--- config.mk ---
export PLATFORM = sky130hd
export DESIGN_NAME = sram_arbiter
export DESIGN_NICKNAME = d
export VERILOG_FILES = /design/src/rtl/sram_arb_pkg.sv /design/src/rtl/sram_rr_pick.sv /design/src/rtl/sram_arbiter.sv
export SDC_FILE = /design/constraint.sdc
export NUM_CORES = 1
export LEC_CHECK = 0
export ABC_CLOCK_PERIOD_IN_PS = 2300
export CAP_MARGIN = 20
export CELL_PAD_IN_SITES_DETAIL_PLACEMENT = 0
export CELL_PAD_IN_SITES_GLOBAL_PLACEMENT = 1
export CORE_MARGIN = 4
export CORE_UTILIZATION = 31
export CTS_CLUSTER_SIZE = 30
export DETAILED_ROUTE_END_ITERATION = 10
export GPL_TIMING_DRIVEN = 1
export PLACE_DENSITY = 0.81
export SKIP_LAST_GASP = 1
export SLEW_MARGIN = 20
export SYNTH_ARGS = -nofsm -noshare
export SYNTH_HDL_FRONTEND = slang
export SYNTH_SLANG_ARGS = --single-unit
export TNS_END_PERCENT = 50
--- constraint.sdc ---
create_clock -name arb_clk_i -period 2.3 [get_ports arb_clk_i]
set_input_delay 0.575 -clock arb_clk_i [delete_from_list [all_inputs] [get_ports arb_clk_i]]
set_output_delay 0.575 -clock arb_clk_i [all_outputs]
set_load 0.005 [all_outputs]
--- src/rtl/sram_arb_pkg.sv ---
// Shared types and constants for the two-port asynchronous SRAM arbiter.
package sram_arb_pkg;

  localparam int SRAM_ADDR_W = 18;
  localparam int SRAM_DATA_W = 16;
  localparam int NUM_PORTS   = 2;
  localparam int PORT_IDX_W  = 1;
  localparam int CNT_W       = 4;

  typedef enum logic [1:0] {
    IDLE,
    SETUP,
    STROBE,
    FINISH
  } arb_state_e;

  typedef struct packed {
    logic                   we;
    logic [SRAM_ADDR_W-1:0] addr;
    logic [SRAM_DATA_W-1:0] wdata;
    logic [1:0]             be;
    logic [PORT_IDX_W-1:0]  port;
  } xfer_t;

  typedef struct packed {
    logic ce_n;
    logic we_n;
    logic oe_n;
    logic ub_n;
    logic lb_n;
    logic dq_oe;
  } strobe_t;

  localparam strobe_t STROBE_IDLE = '{ce_n: 1'b1, we_n: 1'b1, oe_n: 1'b1,
                                      ub_n: 1'b1, lb_n: 1'b1, dq_oe: 1'b0};

  // Pin levels for a given state of the access; only STROBE pulls weN low on writes.
  function automatic strobe_t strobes_for(arb_state_e st, logic we, logic [1:0] be);
    strobe_t s;
    s = STROBE_IDLE;
    if (st != IDLE) begin
      s.ce_n = 1'b0;
      if (we) begin
        s.dq_oe = 1'b1;
        s.ub_n  = ~be[1];
        s.lb_n  = ~be[0];
        s.we_n  = (st != STROBE);
      end else begin
        s.oe_n = 1'b0;
        s.ub_n = 1'b0;
        s.lb_n = 1'b0;
      end
    end
    return s;
  endfunction

endpackage

--- src/rtl/sram_rr_pick.sv ---
// Combinational round-robin selector: the port after the last grant has priority.
module sram_rr_pick
  import sram_arb_pkg::*;
(
  input  logic [NUM_PORTS-1:0]  req_i,
  input  logic [PORT_IDX_W-1:0] last_grant_i,
  output logic [PORT_IDX_W-1:0] grant_o,
  output logic                  valid_o
);

  logic [PORT_IDX_W-1:0] idx;

  // Walk from the farthest to the nearest candidate so the nearest requester wins.
  always_comb begin
    grant_o = '0;
    valid_o = 1'b0;
    idx     = '0;
    for (int off = NUM_PORTS; off >= 1; off--) begin
      idx = PORT_IDX_W'((int'(last_grant_i) + off) % NUM_PORTS);
      if (req_i[idx]) begin
        grant_o = idx;
        valid_o = 1'b1;
      end
    end
  end

endmodule

--- src/rtl/sram_arbiter.sv ---
// Two-port sequencer for a 256K x 16 asynchronous SRAM; every pin is driven from a register.
module sram_arbiter
  import sram_arb_pkg::*;
#(
  parameter int ACCESS_CYCLES = 1
) (
  input  logic                   arb_clk_i,
  input  logic                   arb_rstn_i,
  input  logic [NUM_PORTS-1:0]   arb_req_i,
  input  logic [NUM_PORTS-1:0]   arb_we_i,
  input  logic [SRAM_ADDR_W-1:0] arb_addr0_i,
  input  logic [SRAM_ADDR_W-1:0] arb_addr1_i,
  input  logic [SRAM_DATA_W-1:0] arb_wdata0_i,
  input  logic [SRAM_DATA_W-1:0] arb_wdata1_i,
  input  logic [1:0]             arb_be0_i,
  input  logic [1:0]             arb_be1_i,
  output logic [NUM_PORTS-1:0]   arb_ack_o,
  output logic [SRAM_DATA_W-1:0] arb_rdata_o,
  output logic                   arb_busy_o,
  output logic [SRAM_ADDR_W-1:0] sram_addr_o,
  output logic [SRAM_DATA_W-1:0] sram_dq_o,
  output logic                   sram_dqOe_o,
  input  logic [SRAM_DATA_W-1:0] sram_dq_i,
  output logic                   sram_weN_o,
  output logic                   sram_oeN_o,
  output logic                   sram_ubN_o,
  output logic                   sram_lbN_o,
  output logic                   sram_ceN_o
);

  arb_state_e             state_q, state_d;
  xfer_t                  xfer_q, xfer_d;
  logic [CNT_W-1:0]       cnt_q, cnt_d;
  logic [PORT_IDX_W-1:0]  last_grant_q, last_grant_d;
  strobe_t                strb_q;
  logic [NUM_PORTS-1:0]   ack_q, ack_d;
  logic                   busy_q;
  logic [SRAM_DATA_W-1:0] rdata_q;
  logic                   rd_capture;

  logic [PORT_IDX_W-1:0]  pick_idx;
  logic                   pick_valid;

  logic [SRAM_ADDR_W-1:0] port_addr  [NUM_PORTS];
  logic [SRAM_DATA_W-1:0] port_wdata [NUM_PORTS];
  logic [1:0]             port_be    [NUM_PORTS];

  assign port_addr[0]  = arb_addr0_i;
  assign port_addr[1]  = arb_addr1_i;
  assign port_wdata[0] = arb_wdata0_i;
  assign port_wdata[1] = arb_wdata1_i;
  assign port_be[0]    = arb_be0_i;
  assign port_be[1]    = arb_be1_i;

  sram_rr_pick u_pick (
    .req_i        (arb_req_i),
    .last_grant_i (last_grant_q),
    .grant_o      (pick_idx),
    .valid_o      (pick_valid)
  );

  always_comb begin
    state_d      = state_q;
    xfer_d       = xfer_q;
    cnt_d        = cnt_q;
    last_grant_d = last_grant_q;
    unique case (state_q)
      IDLE: begin
        if (pick_valid) begin
          xfer_d.we    = arb_we_i[pick_idx];
          xfer_d.addr  = port_addr[pick_idx];
          xfer_d.wdata = port_wdata[pick_idx];
          xfer_d.be    = port_be[pick_idx];
          xfer_d.port  = pick_idx;
          last_grant_d = pick_idx;
          state_d      = SETUP;
        end
      end
      SETUP: begin
        cnt_d   = CNT_W'(ACCESS_CYCLES - 1);
        state_d = STROBE;
      end
      STROBE: begin
        if (cnt_q == '0) begin
          state_d = FINISH;
        end else begin
          cnt_d = cnt_q - 1'b1;
        end
      end
      FINISH: state_d = IDLE;
      default: state_d = IDLE;
    endcase
  end

  // Read data is sampled at the end of the final strobe cycle, while oeN is still low.
  assign rd_capture = (state_q == STROBE) && (cnt_q == '0) && !xfer_q.we;

  for (genvar gi = 0; gi < NUM_PORTS; gi++) begin : g_ack
    assign ack_d[gi] = (state_d == FINISH) && (xfer_d.port == PORT_IDX_W'(gi));
  end

  always_ff @(posedge arb_clk_i or negedge arb_rstn_i) begin
    if (!arb_rstn_i) begin
      state_q      <= IDLE;
      xfer_q       <= '0;
      cnt_q        <= '0;
      last_grant_q <= PORT_IDX_W'(NUM_PORTS - 1);
      strb_q       <= STROBE_IDLE;
      ack_q        <= '0;
      busy_q       <= 1'b0;
      rdata_q      <= '0;
    end else begin
      state_q      <= state_d;
      xfer_q       <= xfer_d;
      cnt_q        <= cnt_d;
      last_grant_q <= last_grant_d;
      strb_q       <= strobes_for(state_d, xfer_d.we, xfer_d.be);
      ack_q        <= ack_d;
      busy_q       <= (state_d != IDLE);
      if (rd_capture) begin
        rdata_q <= sram_dq_i;
      end
    end
  end

  assign arb_ack_o   = ack_q;
  assign arb_rdata_o = rdata_q;
  assign arb_busy_o  = busy_q;
  assign sram_addr_o = xfer_q.addr;
  assign sram_dq_o   = xfer_q.wdata;
  assign sram_dqOe_o = strb_q.dq_oe;
  assign sram_weN_o  = strb_q.we_n;
  assign sram_oeN_o  = strb_q.oe_n;
  assign sram_ubN_o  = strb_q.ub_n;
  assign sram_lbN_o  = strb_q.lb_n;
  assign sram_ceN_o  = strb_q.ce_n;

endmodule
# After elaboration in Yosys (flattened, before gate mapping)

Index checks and enable logic that the tools add are counted.

Register bits after elaboration: 70
Bits in latches: 0
Bits in writable memories: 0
Memory bits (read-only): 0
Input port bits: 94
Output and inout bits: 59
Logic and storage cells: 75
Memories: 0

Add/sub/neg operators: 3
Multipliers: 0
Divide/modulo/power cells: 0
Magnitude comparators: 4
Equal/unequal tests: 6
Shift-type cells: 0
Muxes and demuxes: 30
Bitwise gates (word level): 4
Reductions and logical operators: 11

Operators with widths:

| cell                | count |
|---|---|
| $mux 38             | 2 |
| $mux 18             | 3 |
| $mux 16             | 3 |
| $mux 1              | 12 |
| $mux 2              | 6 |
| $pmux 2 s4          | 1 |
| $pmux 4 s2          | 1 |
| $eq 2x2->1 const B  | 3 |
| $lt 1x2->1 const B  | 3 |
| $mux 6              | 1 |
| $logic_and 1x1->1   | 4 |
| $logic_not 4->1     | 1 |
| $mux 4              | 1 |
| $ne 2x2->1 const B  | 2 |
| $reduce_and 2->1    | 2 |
| $reduce_bool 2->1   | 2 |
| $sub 4x1->4 const B | 1 |
| $not 1->1           | 3 |
| $add 1x1->1 const B | 2 |
| $eq 2x1->1 const B  | 1 |
| $ge 2x2->1 const B  | 1 |
| $logic_not 2->1     | 1 |
| $not 1->2           | 1 |
| $logic_not 1->1     | 1 |

# Longest topological paths before layout

Gate-level depths: netlist of run 1.

Word-level depth: 14
Depth in mapped cells: 8
Mapped depth without buffers: 7

# Hierarchy

From an unflattened synthesis of run 1, not the netlist that was laid out.

Cell total of the unflattened synthesis: 296
Area, all modules: 3333.2 um^2

Modules (own cells, without submodules):

| module       | times used | cells an instance | area an instance (um^2) |
|---|---|---|---|
| sram_arbiter | 1          | 294               | 3319.4 |
| sram_rr_pick | 1          | 2                 | 13.8 |

# Least setup slack after synthesis of run 1

No wires, ideal clock.

Kind: reg-to-reg
Start point: register cnt_q[0]
End point: register rdata_q[0] (netlist: arb_rdata_o[0])
Library setup time: 128 ps
Arrival: 1667 ps
Slack: 506 ps
Cell stages (with the launch flop): 8
Path buffers: 1
Period minus slack after synthesis: 1794 ps
Cell sequence: dfrtp_1 inv_1 ha_1 nor3b_1 nand2_1 nor2_4 buf_4 mux2_1

Word-level cells in the longest chain between the ends: 3

Ends and longest elaborated chain:

| element                        | line                | source |
|---|---|---|
| start: declaration             | sram_arbiter.sv:33  | `logic [CNT_W-1:0] cnt_q, cnt_d;` |
| start signal: assignment       | sram_arbiter.sv:115 | `cnt_q <= cnt_d;` |
| $logic_not 4->1                | sram_arbiter.sv:96  | `assign rd_capture = (state_q == STROBE) && (cnt_q == '0) && !xfer_q.we;` |
| $logic_and 1x1->1 (2 in a row) | sram_arbiter.sv:96  |  |
| end signal: assignment         | sram_arbiter.sv:121 | `rdata_q <= sram_dq_i;` |
| end: declaration               | sram_arbiter.sv:38  | `logic [SRAM_DATA_W-1:0] rdata_q;` |

Every way passes these cells.
A chain may end at the register's enable or synchronous reset.

# Worst setup path in the final report of run 1

Start point: register cnt_q[0]
End point: register rdata_q[6] (netlist: arb_rdata_o[6])

Same word-level chain as after synthesis.

==> flow_summary.json, run 1 <==
{
  "muxShareOfSynthArea_pct": 16.6,
  "slew_violations": 0,
  "grt_pass1_vias": 2539,
  "holdCritPathClass": "in2async",
  "port_buffers": 152,
  "synthTopCellsByArea": "dfrtp_1 48%, mux2i_1 11%, buf_4 8.8%, o21ai_0 6.0%, dfstp_2 4.8%",
  "critPathMaxFanout": 16,
  "grt_pass1_wl_mm": 12.9,
  "max-slew-margin-rel_pct": 69.0,
  "die_h_um": 111,
  "yosys.area_share.simple_pct": 7.74,
  "status": "complete, no violations",
  "synth_fa_ha_area_share_pct": 2.26,
  "fin_ws_ps": 265,
  "postCtsSetupBuffers": 0,
  "cp-start-kind": "flop",
  "switching_share_pct": 31.8,
  "start_util_pct": 32.0,
  "power_density_nw_per_um2": 1140,
  "critPathArrivalTime_ps": 2250,
  "postCtsHoldBufs": 0,
  "cp-end-kind": "flop",
  "power_leakage_nw": 2.12,
  "yosysTopAreaCell": "dfrtp_1",
  "nets": 516,
  "worstMarginPinSlew_ps": 464,
  "ant_nets": 0,
  "rrSetupSlack_ps": 260,
  "cpMaxStageDelayCell": "dfrtp_1",
  "rows": 37,
  "die_w_um": 111,
  "antennaDiodeCount": 0,
  "grt_max_degree": 53,
  "netlist_area_um2": 3320,
  "synth_fp_nets": 392,
  "cts-root-buf": "clkbuf_8",
  "required_ps": 2520,
  "p_seq_share_pct": 37.0,
  "ys_ff_latch": 70,
  "num-fill-cells": 989,
  "synthCells": 292,
  "antenna_found_initial": 0,
  "max_freq_mhz": 491,
  "pre_cts_slack_ps": 141,
  "gp_congestion": 0.753,
  "fin_crit_sh_pct": 88.5,
  "cts_buffers": 9,
  "h-tree-depth": 3,
  "setup_violations": 0,
  "power_frac_comb_pct": 45.9,
  "max_cap_violations": 0,
  "pwr-share-clk_pct": 17.2,
  "timing.setup.tns_ps": 0,
  "ir_worst_vdd_v": 0.000484,
  "p_switching_mw": 1.81,
  "wl_per_cell_um": 14.1,
  "floorplan.die_area_um2": 12400,
  "drc": 0,
  "grt_usage_pct": 12.8,
  "crit_type": "reg2reg",
  "path_cells": "inv_1 > ha_1 > nor3b_1 > nand2_1 > nor2_4 > mux2_2",
  "drive_gt1_share_pct": 11.6,
  "vias": 2406,
  "synth.distinct_cells": 34,
  "cts_buffer_depth": 2,
  "yosys_warnings": 0,
  "reg2reg_depth": 6,
  "place_hpwl_mm": 6.21,
  "utilization_pct": 48.3,
  "routed_via_density": 4.32,
  "synth_compound_area_share_pct": 9.43,
  "area_growth_pct": 50.9,
  "io_pins": 153,
  "drt_pass1_iterations": 4,
  "grt-ovfl-total": 0,
  "rsz0062_at_grt": "false",
  "period_minus_slack_ps": 2040,
  "synth_top_cell_area_share_pct": 48.3,
  "fin_skew_ps": 10.7,
  "hold_ws_ps": 180,
  "syn_avg_cell_area_um2": 11.4,
  "fin_cells": 557,
  "synth_xor_area_share_pct": 0,
  "max_stage_delay_ps": 420,
  "power.internal_mw": 3.90,
  "place_inst": 541,
  "tritoncts": "yes",
  "path_clk_slew_ps": 80,
  "hold_viol": 0,
  "yosysSeqAreaShare_pct": 53.1,
  "clk_latency_ps": 340,
  "numClockSinks": 70,
  "cts_resized": 0,
  "synth_top_family_by_area": "multiplexers",
  "drtIter0Drc": 69,
  "core_um2": 10400,
  "drt-total-wl_mm": 7.83
}
==> kinds of logic (layout without fill, tap and decap cells) <==
| group | Yosys count | after routing |
|---|---|---|
| AND/OR/NAND/NOR | 54 | 54 |
| buffers and inverters | 54 | 183 |
| adder cells (fa/ha/maj) | 6 | 6 |
| AO/OA/AOI/OAI | 55 | 55 |
| flip-flops | 70 | 70 |
| multiplexers | 53 | 53 |
==> area by class of cell <==
| class | count | area, um2 | area share (%) |
|---|---|---|---|
| inverters | 7 | 28.8 | 0.575 |
| clock buffers | 9 | 124 | 2.48 |
| repair buffers | 160 | 1630 | 32.6 |
| multi-input cells | 168 | 1220 | 24.4 |
| flip-flops and latches | 70 | 1760 | 35.2 |
| well taps | 136 | 170 | 3.40 |
| clock inverters | 7 | 73.8 | 1.48 |
==> stage by stage <==
stage | area (um2) | power (mW)
floorplan | 3320 | 3.66
global placement | 4810 | 4.74
detailed placement | 4810 | 4.82
CTS | 5000 | 5.84
global route | 5000 | 6.17
finish | 5000 | 5.71
==> cell usage in the layout, fill, tap and decap left out, types with 2 or more instances in the layout <==
| master | synthesis | final |
|---|---|---|
| a21oi_1 | 4 | 4 |
| and3_2 | 2 | 2 |
| buf_12 | 0 | 4 |
| buf_4 | 39 | 5 |
| clkbuf_8 | 0 | 9 |
| clkdlybuf4s50_1 | 0 | 151 |
| clkinv_2 | 0 | 2 |
| clkinv_4 | 0 | 2 |
| dfrtp_1 | 64 | 64 |
| dfstp_2 | 6 | 6 |
| ha_1 | 6 | 6 |
| inv_1 | 6 | 6 |
| mux2_1 | 10 | 10 |
| mux2_2 | 7 | 7 |
| mux2i_1 | 36 | 36 |
| nand2_1 | 37 | 37 |
| nand2b_1 | 2 | 2 |
| nor2_1 | 4 | 4 |
| nor2b_1 | 2 | 2 |
| o21ai_0 | 40 | 40 |
| o21ai_1 | 3 | 2 |
| o2bb2ai_1 | 2 | 2 |
==> flip-flops by register name, summed over array words and instances, names as in the netlist <==
register	cells
sram_addr_o	18
xfer_q	4
sram_oeN_o	1
sram_weN_o	1
arb_busy_o	1
arb_rdata_o	16
cnt_q	4
state_q	2
sram_dqOe_o	1
sram_dq_o	16
arb_ack_o	2
sram_lbN_o	1
sram_ubN_o	1
last_grant_q	1
sram_ceN_o	1
==> synth_stat cells <==
master      n
clkbuf_1    6
a22oi_1     1
and3_2      2
a31oi_4     1
nor3b_1     1
nand2b_1    2
o2bb2ai_1   2
dfrtp_1    64
buf_6       1
inv_4       1
o21ai_1     3
a21oi_1     4
o21ai_0    40
mux2_1     10
mux2i_1    36
nor2_4      1
dfstp_2     6
buf_4      39
nor2b_1     2
inv_1       6
o21a_1      1
or4b_4      1
a31oi_1     1
ha_1        6
a21boi_1    1
or3b_1      1
or4_2       1
nor2_2      1
mux2_2      7
buf_2       1
or2_1       1
nor2_1      4
o31a_2      1
nand2_1    37
==> path summary, 6_finish.rpt <==
check                                      from               to
worst min register to register  sram_addr_o[11]  sram_addr_o[11]
worst max register to register         cnt_q[0]   arb_rdata_o[6]
max in group asynchronous            arb_rstn_i       sram_weN_o
worst max-delay path                   cnt_q[0]   arb_rdata_o[6]
worst min-delay path                 arb_rstn_i  sram_addr_o[10]
min in group arb_clk_i          sram_addr_o[11]  sram_addr_o[11]
==> worst max-delay path, delay by kind of cell, from the launching register on <==
family | cells | cell delay, ps
AND/OR/NAND/NOR | 3 | 850
flip-flops | 1 | 420
multiplexers | 1 | 400
adder cells (fa/ha/maj) | 1 | 170
buffers and inverters | 1 | 90
==> power by group through the flow <==
| stage | clock network [mW] | registers, mW | logic (mW) |
|---|---|---|---|
| finish | 0.981 | 2.11 | 2.62 |
| global route | 1.09 | 2.19 | 2.90 |
| CTS | 1.03 | 2.12 | 2.69 |
| detailed placement | 0 | 2.14 | 2.68 |
| global placement | 0 | 2.12 | 2.62 |
| floorplan | 0 | 2.11 | 1.55 |
==> metal layers <==
metal / track usage [%] / wire [um]
met5: 0 / 0
met1: 16.3 / 3510
met3: 5.05 / 638
met4: 3.24 / 79
met2: 20.5 / 3610
(Power assumes the default switching activity.)
==> inputs of run 2 (changes only) <==
--- a/config.mk
+++ b/config.mk
@@ -5,7 +5,7 @@
 export SDC_FILE = /design/constraint.sdc
 export NUM_CORES = 1
 export LEC_CHECK = 0
-export ABC_CLOCK_PERIOD_IN_PS = 2300
+export ABC_CLOCK_PERIOD_IN_PS = 2000
 export CAP_MARGIN = 20
 export CELL_PAD_IN_SITES_DETAIL_PLACEMENT = 0
 export CELL_PAD_IN_SITES_GLOBAL_PLACEMENT = 1
==> constraint.sdc (replaced) <==
create_clock -name arb_clk_i -period 2 [get_ports arb_clk_i]
set_input_delay 0.5 -clock arb_clk_i [delete_from_list [all_inputs] [get_ports arb_clk_i]]
set_output_delay 0.5 -clock arb_clk_i [all_outputs]
set_load 0.005 [all_outputs]
==> flow_summary.json, run 2 (synthesis results as in run 1) <==
{
  "gp_congestion": 0.831,
  "rrSetupSlack_ps": 150,
  "drt-total-wl_mm": 8.14,
  "largest_reg_flops": 18,
  "grt_pass1_wl_mm": 13.2,
  "grt_max_degree": 53,
  "tritoncts": "yes",
  "cp-start-kind": "flop",
  "postCtsSetupBuffers": 0,
  "hold_ws_ps": 47.2,
  "cts_buffer_depth": 2,
  "fin_area_um2": 5110,
  "timing.setup.tns_ps": 0,
  "rsz0062_at_grt": "false",
  "status": "complete, no violations",
  "utilization_pct": 49.3,
  "power_leakage_nw": 2.18,
  "fin_skew_ps": 5.62,
  "vias": 2471,
  "grt-ovfl-total": 0,
  "cts-root-buf": "clkbuf_8",
  "wl_per_cell_um": 14.5,
  "antennaDiodeCount": 0,
  "die_h_um": 111,
  "port_buffers": 152,
  "cpMaxStageDelayCell": "clkdlybuf4s50_1",
  "place_hpwl_mm": 6.38,
  "grt_pass1_vias": 2599,
  "path_clk_slew_ps": 70,
  "drive_gt1_share_pct": 13.1,
  "numClockSinks": 70,
  "core_um2": 10400,
  "area_growth_pct": 54.1,
  "rr_startpoint": "cnt_q[1]",
  "holdCritPathClass": "in2async",
  "cp.buffers_inverters": 1,
  "rows": 37,
  "max_freq_mhz": 531,
  "place_area_um2": 4870,
  "drc": 0,
  "antenna_found_initial": 0,
  "grt_usage_pct": 13.2,
  "layout_commonest_cell": "clkdlybuf4s50_1",
  "worstMarginPinSlew_ps": 326,
  "drtIter0Drc": 55,
  "max_cap_violations": 0,
  "period_minus_slack_ps": 1880,
  "clk_latency_ps": 340,
  "io_pins": 153,
  "floorplan.die_area_um2": 12400,
  "crit_type": "reg2out",
  "max_stage_delay_ps": 530,
  "fin_crit_sh_pct": 94.2,
  "postCtsHoldBufs": 0,
  "max-slew-margin-rel_pct": 78.3,
  "path_cells": "clkdlybuf4s50_1",
  "nets": 523,
  "power_mw": 6.94,
  "hold_viol": 0,
  "drt_pass1_iterations": 4,
  "slew_violations": 0,
  "power_density_nw_per_um2": 1360,
  "cp-end-kind": "output port",
  "final_cell_mix": "151 x clkdlybuf4s50_1, 64 x dfrtp_1, 40 x o21ai_0",
  "startpoint": "sram_lbN_o",
  "h-tree-depth": 3,
  "die_w_um": 111,
  "critPathMaxFanout": 1,
  "ant_nets": 0,
  "worst_path_dominant_cell_family": "buffers and inverters",
  "ir_worst_vdd_v": 0.000630,
  "routed_via_density": 4.39,
  "critPathArrivalTime_ps": 1380,
  "setup_violations": 0,
  "start_util_pct": 32.0,
  "cts_buffers": 9,
  "required_ps": 1500
}
-- run 2: through the flow --
step	setup WS [ps]	cells
after CTS	83.9	563
final	117	563
after global placement	33.1	548
after floorplan	206	292
after detailed placement	-39.8	548
after global routing	32.9	563
-- run 2: power by group --
part	switching (mW)	internal [mW]	total, mW
registers	0.306	2.12	2.43
clock network	0.538	0.821	1.36
logic	1.26	1.89	3.15
-- run 2: worst paths after layout --
check                                       end  cells past startpoint
min in group arb_clk_i          sram_addr_o[11]                      2
worst min-delay path            sram_addr_o[10]                      1
worst max-delay path                 sram_lbN_o                      1
max in group asynchronous          last_grant_q                      2
worst min register to register  sram_addr_o[11]                      2
worst max register to register   arb_rdata_o[6]                      7
-- run 2: per-layer routing --
| metal | track usage, % | vias up | part of all wire [%] |
|---|---|---|---|
| li1 | - | 1227 | - |
| met2 | 21.6 | 99 | 47 |
| met1 | 16.0 | 1134 | 44 |
| met4 | 4.79 | 0 | 1.5 |
| met5 | 0 | - | 0 |
| met3 | 4.67 | 11 | 7.6 |
-- run 2: final cells by class --
class	count	area, um2
Fill cell	952	5260
Sequential cell	70	1760
Timing Repair Buffer	167	1690
Multi-Input combinational cell	168	1220
Tap cell	136	170
Clock buffer	9	124
Clock inverter	6	111
Inverter	7	28.8
-- run 2: repair_timing --
item | 4_1_cts | 5_1_grt
endpoints found under the setup margin | 0 | 1
endpoints found under the hold margin | 0 | 0
gates resized for setup | 0 | 1
==> inputs of run 3 (changes only) <==
--- a/config.mk
+++ b/config.mk
@@ -5,7 +5,6 @@
 export SDC_FILE = /design/constraint.sdc
 export NUM_CORES = 1
 export LEC_CHECK = 0
-export ABC_CLOCK_PERIOD_IN_PS = 2000
 export CAP_MARGIN = 20
 export CELL_PAD_IN_SITES_DETAIL_PLACEMENT = 0
 export CELL_PAD_IN_SITES_GLOBAL_PLACEMENT = 1
==> results of run 3 <==
Same layout as run 2: the final DEF is identical, and so are final timing and power.
